### config.mk
export PLATFORM = sky130hd
export DESIGN_NAME = hazard_detection_unit_flat
export DESIGN_NICKNAME = d
export VERILOG_FILES = /design/src/rtl/hazard_detection_unit_if.sv /design/src/rtl/hazard_detection_unit.sv /design/src/flat_wrapper.sv
export SDC_FILE = /design/constraint.sdc
export NUM_CORES = 1
export LEC_CHECK = 0
export CAP_MARGIN = 20
export CORE_MARGIN = 8
export CORE_UTILIZATION = 57
export CTS_CLUSTER_DIAMETER = 120
export CTS_CLUSTER_SIZE = 25
export DETAILED_ROUTE_END_ITERATION = 8
export DONT_BUFFER_PORTS = 1
export MAX_ROUTING_LAYER = met4
export PLACE_DENSITY = 0.72
export REMOVE_ABC_BUFFERS = 1
export SLEW_MARGIN = 20
export SYNTH_ARGS = -nofsm -noshare
export SYNTH_HDL_FRONTEND = slang
export SYNTH_SLANG_ARGS = --single-unit
export TNS_END_PERCENT = 10
### constraint.sdc
create_clock -name i_clk -period 2.9 [get_ports i_clk]
set_input_delay 0.29 -clock i_clk [delete_from_list [all_inputs] [get_ports i_clk]]
set_output_delay 0.29 -clock i_clk [all_outputs]
set_load 0.03 [all_outputs]
### src/rtl/hazard_detection_unit_if.sv
// Hazard detection unit interface: groups the pipeline-facing hazard inputs
// and the stall/flush/halt outputs. The pipeline side drives through the
// master modport; the hazard detection unit receives through the slave modport.
interface hazard_detection_unit_if #(
  parameter int CNT_W = 32
);
  logic             i_run_en;
  logic [4:0]       i_rs_ID;
  logic [4:0]       i_rt_ID;
  logic             i_uses_rs_ID;
  logic             i_uses_rt_ID;
  logic             i_branch_ID;
  logic             i_branch_taken_ID;
  logic             i_jump_ID;
  logic [4:0]       i_rt_EX;
  logic [4:0]       i_rd_EX;
  logic [1:0]       i_flg_ALU_dst_EX;
  logic             i_flg_reg_wr_en_EX;
  logic             i_flg_mem_rd_EX;
  logic [4:0]       i_rt_MEM;
  logic [4:0]       i_rd_MEM;
  logic [1:0]       i_flg_ALU_dst_MEM;
  logic             i_flg_reg_wr_en_MEM;
  logic             i_flg_mem_rd_MEM;
  logic             i_halt_WB;
  logic             o_pc_wr_en;
  logic             o_IF_ID_wr_en;
  logic             o_ID_EX_bubble;
  logic             o_IF_ID_flush;
  logic             o_halted;
  logic [CNT_W-1:0] o_stall_count;
  logic [CNT_W-1:0] o_flush_count;

  modport master (
    output i_run_en, i_rs_ID, i_rt_ID, i_uses_rs_ID, i_uses_rt_ID,
           i_branch_ID, i_branch_taken_ID, i_jump_ID,
           i_rt_EX, i_rd_EX, i_flg_ALU_dst_EX, i_flg_reg_wr_en_EX, i_flg_mem_rd_EX,
           i_rt_MEM, i_rd_MEM, i_flg_ALU_dst_MEM, i_flg_reg_wr_en_MEM, i_flg_mem_rd_MEM,
           i_halt_WB,
    input  o_pc_wr_en, o_IF_ID_wr_en, o_ID_EX_bubble, o_IF_ID_flush, o_halted,
           o_stall_count, o_flush_count
  );

  modport slave (
    input  i_run_en, i_rs_ID, i_rt_ID, i_uses_rs_ID, i_uses_rt_ID,
           i_branch_ID, i_branch_taken_ID, i_jump_ID,
           i_rt_EX, i_rd_EX, i_flg_ALU_dst_EX, i_flg_reg_wr_en_EX, i_flg_mem_rd_EX,
           i_rt_MEM, i_rd_MEM, i_flg_ALU_dst_MEM, i_flg_reg_wr_en_MEM, i_flg_mem_rd_MEM,
           i_halt_WB,
    output o_pc_wr_en, o_IF_ID_wr_en, o_ID_EX_bubble, o_IF_ID_flush, o_halted,
           o_stall_count, o_flush_count
  );
endinterface

### src/rtl/hazard_detection_unit.sv
// Hazard detection unit: resolves the hazards the EX forwarding unit cannot
// (load-use and ID-stage branch compare operands) by stalling PC and IF/ID and
// bubbling ID/EX, flushes IF/ID on taken control transfers, owns the halt
// state and keeps saturating stall/flush performance counters.
// Stall and flush outputs are Mealy so they act on the same edge as the hazard.
module hazard_detection_unit #(
  parameter int CNT_W = 32
) (
  input logic                  i_clk,
  input logic                  i_rst_n,
  hazard_detection_unit_if.slave hdu
);

  typedef enum logic [1:0] {
    ST_RUN    = 2'b00,
    ST_STALL2 = 2'b01,
    ST_HALTED = 2'b10
  } state_t;

  state_t           state;
  logic [CNT_W-1:0] stall_count;
  logic [CNT_W-1:0] flush_count;
  logic             match_ex;
  logic             match_mem;
  logic             h_lu;
  logic             h_ba;
  logic             h_bl2;
  logic             h_bl1;
  logic             any_hazard;
  logic             bubble;
  logic             flush;

  // A stage matches when it really writes a nonzero register that the ID
  // instruction reads; select 10, no write enable, or r0 never match.
  function automatic logic stage_match(
    input logic [1:0] sel,
    input logic [4:0] rt,
    input logic [4:0] rd,
    input logic       wr_en,
    input logic [4:0] rs_id,
    input logic [4:0] rt_id,
    input logic       uses_rs,
    input logic       uses_rt
  );
    logic [4:0] dst;
    logic       valid;
    case (sel)
      2'b00:   dst = rt;
      2'b01:   dst = rd;
      2'b11:   dst = 5'd31;
      default: dst = 5'd0;
    endcase
    valid = wr_en && (sel != 2'b10) && (dst != 5'd0);
    return valid && ((uses_rs && (rs_id == dst)) || (uses_rt && (rt_id == dst)));
  endfunction

  // Hazard terms from the current ID, EX and MEM contents.
  always_comb begin
    match_ex   = stage_match(hdu.i_flg_ALU_dst_EX, hdu.i_rt_EX, hdu.i_rd_EX,
                             hdu.i_flg_reg_wr_en_EX, hdu.i_rs_ID, hdu.i_rt_ID,
                             hdu.i_uses_rs_ID, hdu.i_uses_rt_ID);
    match_mem  = stage_match(hdu.i_flg_ALU_dst_MEM, hdu.i_rt_MEM, hdu.i_rd_MEM,
                             hdu.i_flg_reg_wr_en_MEM, hdu.i_rs_ID, hdu.i_rt_ID,
                             hdu.i_uses_rs_ID, hdu.i_uses_rt_ID);
    h_lu       = hdu.i_flg_mem_rd_EX & match_ex;
    h_ba       = hdu.i_branch_ID & ~hdu.i_flg_mem_rd_EX & match_ex;
    h_bl2      = hdu.i_branch_ID & hdu.i_flg_mem_rd_EX & match_ex;
    h_bl1      = hdu.i_branch_ID & hdu.i_flg_mem_rd_MEM & match_mem;
    any_hazard = h_lu | h_ba | h_bl2 | h_bl1;
  end

  // Pipeline control outputs in priority order: reset, halted, frozen,
  // second stall cycle, hazard stall, taken flush, normal flow.
  always_comb begin
    hdu.o_pc_wr_en     = 1'b0;
    hdu.o_IF_ID_wr_en  = 1'b0;
    bubble             = 1'b0;
    flush              = 1'b0;
    hdu.o_halted       = 1'b0;
    if (!i_rst_n) begin
    end else if (state == ST_HALTED) begin
      hdu.o_halted = 1'b1;
    end else if (!hdu.i_run_en) begin
    end else if ((state == ST_STALL2) || any_hazard) begin
      bubble = 1'b1;
    end else begin
      hdu.o_pc_wr_en    = 1'b1;
      hdu.o_IF_ID_wr_en = 1'b1;
      flush             = hdu.i_branch_taken_ID | hdu.i_jump_ID;
    end
    hdu.o_ID_EX_bubble = bubble;
    hdu.o_IF_ID_flush  = flush;
    hdu.o_stall_count  = stall_count;
    hdu.o_flush_count  = flush_count;
  end

  // FSM and saturating counters; everything holds while frozen or halted.
  always_ff @(posedge i_clk or negedge i_rst_n) begin
    if (!i_rst_n) begin
      state       <= ST_RUN;
      stall_count <= '0;
      flush_count <= '0;
    end else if ((state != ST_HALTED) && hdu.i_run_en) begin
      if (hdu.i_halt_WB) begin
        state <= ST_HALTED;
      end else if (state == ST_STALL2) begin
        state <= ST_RUN;
      end else if (h_bl2) begin
        state <= ST_STALL2;
      end else begin
        state <= ST_RUN;
      end
      if (bubble && (stall_count != '1)) begin
        stall_count <= stall_count + CNT_W'(1);
      end
      if (flush && (flush_count != '1)) begin
        flush_count <= flush_count + CNT_W'(1);
      end
    end
  end

endmodule

### src/flat_wrapper.sv
// flat-port wrapper written by rule: the top's interface ports become plain ports
module hazard_detection_unit_flat 
#(
  parameter int CNT_W = 32
)
  (i_clk, i_rst_n, hdu_i_run_en, hdu_i_rs_ID, hdu_i_rt_ID, hdu_i_uses_rs_ID, hdu_i_uses_rt_ID, hdu_i_branch_ID, hdu_i_branch_taken_ID, hdu_i_jump_ID, hdu_i_rt_EX, hdu_i_rd_EX, hdu_i_flg_ALU_dst_EX, hdu_i_flg_reg_wr_en_EX, hdu_i_flg_mem_rd_EX, hdu_i_rt_MEM, hdu_i_rd_MEM, hdu_i_flg_ALU_dst_MEM, hdu_i_flg_reg_wr_en_MEM, hdu_i_flg_mem_rd_MEM, hdu_i_halt_WB, hdu_o_pc_wr_en, hdu_o_IF_ID_wr_en, hdu_o_ID_EX_bubble, hdu_o_IF_ID_flush, hdu_o_halted, hdu_o_stall_count, hdu_o_flush_count);
  hazard_detection_unit_if #(.CNT_W(CNT_W)) hdu_i ();
  input logic i_clk;
  input logic i_rst_n;
  input wire logic [$bits(hdu_i.i_run_en)-1:0] hdu_i_run_en;
  input wire logic [$bits(hdu_i.i_rs_ID)-1:0] hdu_i_rs_ID;
  input wire logic [$bits(hdu_i.i_rt_ID)-1:0] hdu_i_rt_ID;
  input wire logic [$bits(hdu_i.i_uses_rs_ID)-1:0] hdu_i_uses_rs_ID;
  input wire logic [$bits(hdu_i.i_uses_rt_ID)-1:0] hdu_i_uses_rt_ID;
  input wire logic [$bits(hdu_i.i_branch_ID)-1:0] hdu_i_branch_ID;
  input wire logic [$bits(hdu_i.i_branch_taken_ID)-1:0] hdu_i_branch_taken_ID;
  input wire logic [$bits(hdu_i.i_jump_ID)-1:0] hdu_i_jump_ID;
  input wire logic [$bits(hdu_i.i_rt_EX)-1:0] hdu_i_rt_EX;
  input wire logic [$bits(hdu_i.i_rd_EX)-1:0] hdu_i_rd_EX;
  input wire logic [$bits(hdu_i.i_flg_ALU_dst_EX)-1:0] hdu_i_flg_ALU_dst_EX;
  input wire logic [$bits(hdu_i.i_flg_reg_wr_en_EX)-1:0] hdu_i_flg_reg_wr_en_EX;
  input wire logic [$bits(hdu_i.i_flg_mem_rd_EX)-1:0] hdu_i_flg_mem_rd_EX;
  input wire logic [$bits(hdu_i.i_rt_MEM)-1:0] hdu_i_rt_MEM;
  input wire logic [$bits(hdu_i.i_rd_MEM)-1:0] hdu_i_rd_MEM;
  input wire logic [$bits(hdu_i.i_flg_ALU_dst_MEM)-1:0] hdu_i_flg_ALU_dst_MEM;
  input wire logic [$bits(hdu_i.i_flg_reg_wr_en_MEM)-1:0] hdu_i_flg_reg_wr_en_MEM;
  input wire logic [$bits(hdu_i.i_flg_mem_rd_MEM)-1:0] hdu_i_flg_mem_rd_MEM;
  input wire logic [$bits(hdu_i.i_halt_WB)-1:0] hdu_i_halt_WB;
  output wire logic [$bits(hdu_i.o_pc_wr_en)-1:0] hdu_o_pc_wr_en;
  output wire logic [$bits(hdu_i.o_IF_ID_wr_en)-1:0] hdu_o_IF_ID_wr_en;
  output wire logic [$bits(hdu_i.o_ID_EX_bubble)-1:0] hdu_o_ID_EX_bubble;
  output wire logic [$bits(hdu_i.o_IF_ID_flush)-1:0] hdu_o_IF_ID_flush;
  output wire logic [$bits(hdu_i.o_halted)-1:0] hdu_o_halted;
  output wire logic [$bits(hdu_i.o_stall_count)-1:0] hdu_o_stall_count;
  output wire logic [$bits(hdu_i.o_flush_count)-1:0] hdu_o_flush_count;
  assign hdu_i.i_run_en = hdu_i_run_en;
  assign hdu_i.i_rs_ID = hdu_i_rs_ID;
  assign hdu_i.i_rt_ID = hdu_i_rt_ID;
  assign hdu_i.i_uses_rs_ID = hdu_i_uses_rs_ID;
  assign hdu_i.i_uses_rt_ID = hdu_i_uses_rt_ID;
  assign hdu_i.i_branch_ID = hdu_i_branch_ID;
  assign hdu_i.i_branch_taken_ID = hdu_i_branch_taken_ID;
  assign hdu_i.i_jump_ID = hdu_i_jump_ID;
  assign hdu_i.i_rt_EX = hdu_i_rt_EX;
  assign hdu_i.i_rd_EX = hdu_i_rd_EX;
  assign hdu_i.i_flg_ALU_dst_EX = hdu_i_flg_ALU_dst_EX;
  assign hdu_i.i_flg_reg_wr_en_EX = hdu_i_flg_reg_wr_en_EX;
  assign hdu_i.i_flg_mem_rd_EX = hdu_i_flg_mem_rd_EX;
  assign hdu_i.i_rt_MEM = hdu_i_rt_MEM;
  assign hdu_i.i_rd_MEM = hdu_i_rd_MEM;
  assign hdu_i.i_flg_ALU_dst_MEM = hdu_i_flg_ALU_dst_MEM;
  assign hdu_i.i_flg_reg_wr_en_MEM = hdu_i_flg_reg_wr_en_MEM;
  assign hdu_i.i_flg_mem_rd_MEM = hdu_i_flg_mem_rd_MEM;
  assign hdu_i.i_halt_WB = hdu_i_halt_WB;
  assign hdu_o_pc_wr_en = hdu_i.o_pc_wr_en;
  assign hdu_o_IF_ID_wr_en = hdu_i.o_IF_ID_wr_en;
  assign hdu_o_ID_EX_bubble = hdu_i.o_ID_EX_bubble;
  assign hdu_o_IF_ID_flush = hdu_i.o_IF_ID_flush;
  assign hdu_o_halted = hdu_i.o_halted;
  assign hdu_o_stall_count = hdu_i.o_stall_count;
  assign hdu_o_flush_count = hdu_i.o_flush_count;
  hazard_detection_unit #(.CNT_W(CNT_W)) u_core (.i_clk(i_clk), .i_rst_n(i_rst_n), .hdu(hdu_i));
endmodule
# Word level (Yosys, flattened, before mapping)
# Index checks and enable logic that the tools add are counted.
[totals] regBits=66 output_inout_bits=69
[classes] addsub=2 eq_ne=15 mux=19 n_bitwise=12 reduce_logical=22
[ops] operator="32-bit by 1-bit adder with 32-bit output, second input constant" count=2
[ops] operator="32-bit != test, second input constant" count=2
[ops] operator="5-bit case mux with 3 select lines" count=2
[ops] operator="5-bit == test" count=4
[ops] operator="1-bit 2-to-1 mux" count=15
[ops] operator="1-bit logical AND" count=13
[ops] operator="5-bit nonzero test" count=2
[ops] operator="1-bit bitwise AND" count=7
[ops] operator="2-bit by 1-bit == test with 1-bit output, second input constant" count=3
[ops] operator="2-bit == test, second input constant" count=3
[ops] operator="2-bit != test, second input constant" count=3
[ops] operator="2-bit logical NOT" count=2
[ops] operator="2-bit 2-to-1 mux" count=2
[ops] operator="1-bit bitwise OR" count=4
[ops] operator="2-bit AND reduction" count=2
[ops] operator="1-bit logical OR" count=3
[ops] operator="1-bit NOT" count=1

# Depth between registers and ports, before layout
[depth] ltp_word=17 depth_mapped=11

# Least setup slack after synthesis
# Ideal clock, no wire load.
[synth_timing] path_type="input to output" startpoint="in hdu_i_rs_ID[1]" endpoint="out hdu_o_pc_wr_en" arrival_ns=2.604 path_slack_ns=0.006 stages=11 path_cell_list="buf_2 > xor2_1 > o22ai_1 > o32a_1 > nand4_2 > a211oi_2 > or3_1 > buf_2 > buf_2 > nor2b_1 > buf_4"
[synth_between] elab_chain_cells=13 elab_cells_between_ends=20 cone_classes="eq/ne: 2; mux: 4; bitwise: 7; reduce/logical: 7"
[synth_lines] item="start, declared" line="flat_wrapper.sv:11" text="input wire logic [$bits(hdu_i.i_rs_ID)-1:0] hdu_i_rs_ID;"
[synth_lines] item="5-bit == test" line="hazard_detection_unit.sv:54" text="return valid && ((uses_rs && (rs_id == dst)) || (uses_rt && (rt_id == dst)));"
[synth_lines] item="1-bit logical AND" line="hazard_detection_unit.sv:54"
[synth_lines] item="1-bit logical OR" line="hazard_detection_unit.sv:54"
[synth_lines] item="1-bit logical AND" line="hazard_detection_unit.sv:54"
[synth_lines] item="1-bit bitwise AND, on equally long branches" line="hazard_detection_unit.sv:65, hazard_detection_unit.sv:66"
[synth_lines] item="1-bit bitwise OR (2 in a row)" line="hazard_detection_unit.sv:69" text="any_hazard = h_lu | h_ba | h_bl2 | h_bl1;"
[synth_lines] item="1-bit bitwise OR (*)" line="hazard_detection_unit.sv:69"
[synth_lines] item="1-bit logical OR (*)" line="hazard_detection_unit.sv:84" text="end else if ((state == ST_STALL2) || any_hazard) begin"
[synth_lines] item="1-bit 2-to-1 mux (*) (4 in a row)"
[synth_lines] item="end, declared" line="flat_wrapper.sv:29" text="output wire logic [$bits(hdu_i.o_pc_wr_en)-1:0] hdu_o_pc_wr_en;"
# Mark *: on every way between the ends. The rest lies on a longest branch, timed or not.

# Worst setup path after layout
[layout_timing] startpoint="in hdu_i_flg_ALU_dst_MEM[1]" endpoint="out hdu_o_pc_wr_en"
[layout_between] elab_chain_cells=13 elab_cells_between_ends=21 cone_classes="eq/ne: 5; mux: 5; bitwise: 2; reduce/logical: 9"
[layout_lines] item="start, declared" line="flat_wrapper.sv:25" text="input wire logic [$bits(hdu_i.i_flg_ALU_dst_MEM)-1:0] hdu_i_flg_ALU_dst_MEM;"
[layout_lines] item="2-bit == test (tied with other cells)" line="hazard_detection_unit.sv:47" text="case (sel)"
[layout_lines] item="5-bit case mux with 3 select lines" line="hazard_detection_unit.sv:47"
[layout_lines] item="5-bit == test" line="hazard_detection_unit.sv:54"
[layout_lines] item="1-bit logical AND" line="hazard_detection_unit.sv:54"
[layout_lines] item="1-bit logical OR" line="hazard_detection_unit.sv:54"
[layout_lines] item="1-bit logical AND (*)" line="hazard_detection_unit.sv:54"
[layout_lines] item="1-bit bitwise AND (*)" line="hazard_detection_unit.sv:68" text="h_bl1 = hdu.i_branch_ID & hdu.i_flg_mem_rd_MEM & match_mem;"
[layout_lines] item="1-bit bitwise OR (*)" line="hazard_detection_unit.sv:69"
[layout_lines] item="1-bit logical OR (*)" line="hazard_detection_unit.sv:84"
[layout_lines] item="1-bit 2-to-1 mux (*) (4 in a row)"
# Marks and branches as above.

==> flow_summary.json <==
{
  "status": "completed",
  "path_clk_slew_ns": 0.07,
  "groute.layer.met3.usage_pct": 6.63,
  "synth_ff_type": "dfrtp_1",
  "grt_pass1_vias": 3576,
  "syn_inst": 486,
  "final_cell_mix": "66 x dfrtp_1, 58 x xor2_1, 39 x nand3_1, 36 x nor3_1, 31 x buf_4",
  "rsz0062_at_grt": "no",
  "grt_util_met1_pct": 26.7,
  "die-area_sq_um": 10900,
  "dpl.hpwl_um": 8340,
  "fin_crit_ns": 2.59,
  "syn_area_sq_um": 4430,
  "synth-edff-count": 0,
  "postCtsSetupRepairBufs": 0,
  "clock_skew_ns": 0.0103,
  "finalWirelength_um": 11500,
  "core_area_sq_um": 7650,
  "busiest_layer": "met2",
  "yosysUniqueCellTypes": 58,
  "cts_buffer_depth": 2,
  "die-width_um": 104,
  "p_leak_nw": 2.16,
  "relSlewSlack_pct": 61.3,
  "drtAntennaViolNets": 0,
  "ios": 116,
  "overflow": 0,
  "criticalPathCategory": "input pin to primary output",
  "fillCellCount": 636,
  "p_per_area_nw_per_um2": 410,
  "routabilityCongestion": 0.924,
  "synth-async-reset-ratio_pct": 100,
  "grt_pass1_wl_um": 18900,
  "required_ns": 2.61,
  "cp-start-kind": "input pin",
  "drt_iter0_markers": 308,
  "clock_latency_ns": 0.35,
  "syn_area_per_cell_sq_um": 9.12,
  "numClockSinks": 66,
  "vdd_drop_max_mv": 0.273,
  "cts_tree": "built",
  "cp_data_arrival_time_ns": 2.30,
  "cts_max_level": 3,
  "hold_class": "input pin to register",
  "antenna_found_initial": 0,
  "yosysWarnings": 0,
  "min_path_cells": 1,
  "max-cap-violations": 0,
  "nets": 547,
  "synth_seq_cells": 66,
  "vias": 3790,
  "rows": 32,
  "slew_violations": 0,
  "drt_first_pass_iters": 4,
  "setup_tns_ns": 0,
  "grt_max_degree": 67,
  "wl_per_cell_um": 19.1,
  "finalSetupViolCount": 0,
  "reg2reg_setup_slack_ns": 0.33,
  "cp_max_fo": 22,
  "initial_core_util_pct": 58.0,
  "numPortBuffers": 0,
  "tightest_slew_ns": 0.578,
  "hold_violations": 0,
  "grt_usage_pct": 21.5,
  "rr_startpoint": "u_core.hdu.o_flush_count[8]$_DFFE_PN0P_",
  "fin_crit_sh_pct": 89.4,
  "yosysSeqAreaShare_pct": 37.3,
  "mostFrequentLayoutCell": "dfrtp_1",
  "syn_to_final_growth_pct": 10.1,
  "antenna_cells": 0,
  "whs_endpoint": "u_core.state[0]$_DFFE_PN0P_",
  "drive_gt1_share_pct": 14.7,
  "final_util_pct": 63.8,
  "clockRootBuffer": "clkbuf_8",
  "fmax_mhz": 386,
  "hold_start": "hdu_i_run_en",
  "rr_worst_depth": 8,
  "drc": 0,
  "grtUsageMet2_pct": 32.2,
  "die-height_um": 104,
  "vias_per_cell": 6.26,
  "reg2reg_to": "u_core.hdu.o_flush_count[9]$_DFFE_PN0P_",
  "end_kind": "primary output",
  "cts_buffers": 9
}
## final cells by class
type / count / area, sq um / share of cell area [%]
multi-input combinational: 378 / 2590 / 53.1
sequential: 66 / 1650 / 33.9
timing repair buffer: 33 / 270 / 5.54
clock buffer: 10 / 138 / 2.82
tap: 102 / 128 / 2.62
clock inverter: 6 / 65.1 / 1.33
inverter: 10 / 37.5 / 0.770
## metal layers
metal	routed length, um	share of wire (%)
met1	4780	41
met2	5490	48
met3	1050	9.1
met4	214	1.9
met5	0	0
## logic make-up after synthesis
group / after synthesis / share of synthesized area (%)
simple gates: 224 / 30.5
xor+xnor: 78 / 15.4
compound gates: 72 / 10.9
flops: 66 / 37.3
buf+inv: 42 / 4.80
mux: 2 / 0.508
fa+ha+maj: 2 / 0.565
## metrics by stage
stage | setup WS [ns] | area [sq um] | total power [mW] | hold slack (ns) | instances
after floorplan | -0.479 | 4260 | 1.15 | -0.00559 | 454
after global placement | 0.179 | 4630 | 1.20 | -0.00382 | 587
after detailed placement | 0.0621 | 4630 | 1.20 | -0.00370 | 587
after CTS | 0.283 | 4870 | 2.02 | 0.0768 | 605
after global routing | 0.107 | 4880 | 2.07 | 0.0809 | 605
final | 0.307 | 4880 | 2.00 | 0.0872 | 605
## worst max-delay path: stages
cell and delay [ns]:
or4b_1 0.52, nor4_2 0.19, a211oi_1 0.10, nand2b_1 0.09, o32ai_1 0.12, or3_2 0.58
nor2b_1 0.16, buf_4 0.23
## how the worst max path moves through the flow
| stage | slack [ns] | startpoint | cells after the start | endpoint |
|---|---|---|---|---|
| final | 0.31 | hdu_i_flg_ALU_dst_MEM[1] | 8 | hdu_o_pc_wr_en |
| after detailed placement | 0.06 | hdu_i_flg_ALU_dst_MEM[1] | 9 | u_core.hdu.o_flush_count[25]$_DFFE_PN0P_ |
| after global routing | 0.11 | u_core.hdu.o_flush_count[8]$_DFFE_PN0P_ | 8 | u_core.hdu.o_flush_count[9]$_DFFE_PN0P_ |
| after global placement | 0.18 | hdu_i_flg_ALU_dst_MEM[1] | 9 | u_core.hdu.o_flush_count[27]$_DFFE_PN0P_ |
| after floorplan | -0.48 | u_core.hdu.o_stall_count[13]$_DFFE_PN0P_ | 8 | u_core.hdu.o_stall_count[25]$_DFFE_PN0P_ |
| after CTS | 0.28 | u_core.hdu.o_stall_count[16]$_DFFE_PN0P_ | 8 | u_core.hdu.o_stall_count[15]$_DFFE_PN0P_ |
## synth_stat cells (5+ instances only)
| cell | count | area, sq um |
|---|---|---|
| nand4_1 | 11 | 68.8 |
| clkbuf_1 | 8 | 30.0 |
| buf_2 | 16 | 80.1 |
| xor2_1 | 58 | 508 |
| and4_1 | 6 | 52.6 |
| nor4bb_1 | 9 | 90.1 |
| nor2_1 | 28 | 105 |
| nand2_1 | 27 | 101 |
| a21oi_1 | 20 | 100 |
| inv_1 | 10 | 37.5 |
| and3_1 | 13 | 81.3 |
| nand2b_1 | 9 | 56.3 |
| dfrtp_1 | 66 | 1650 |
| nor3_1 | 38 | 190 |
| nand3_1 | 39 | 195 |
| o221ai_1 | 5 | 43.8 |
| a31oi_1 | 6 | 37.5 |
| xnor2_1 | 20 | 175 |
| o21ai_0 | 15 | 75.1 |
| nor4_2 | 13 | 163 |
| nor4_1 | 9 | 56.3 |
## power breakdown
group,switching (mW),internal (mW)
Clock,0.372,0.422
Combinational,0.113,0.0936
Sequential,0.0549,0.944
## what timing repair did
item / 4_1_cts / 5_1_grt
hold buffers: 2 / 0
endpoints found under the setup margin: 0 / 1
hold endpoints to repair: 66 / 0
gates resized for setup: 0 / 1
## state kept, by name, summed over array words and instances (netlist names)
| name | flops |
|---|---|
| u_core.hdu.o_flush_count | 32 |
| u_core.hdu.o_stall_count | 32 |
| u_core.state | 2 |
Power figures use the tool's default switching activity.
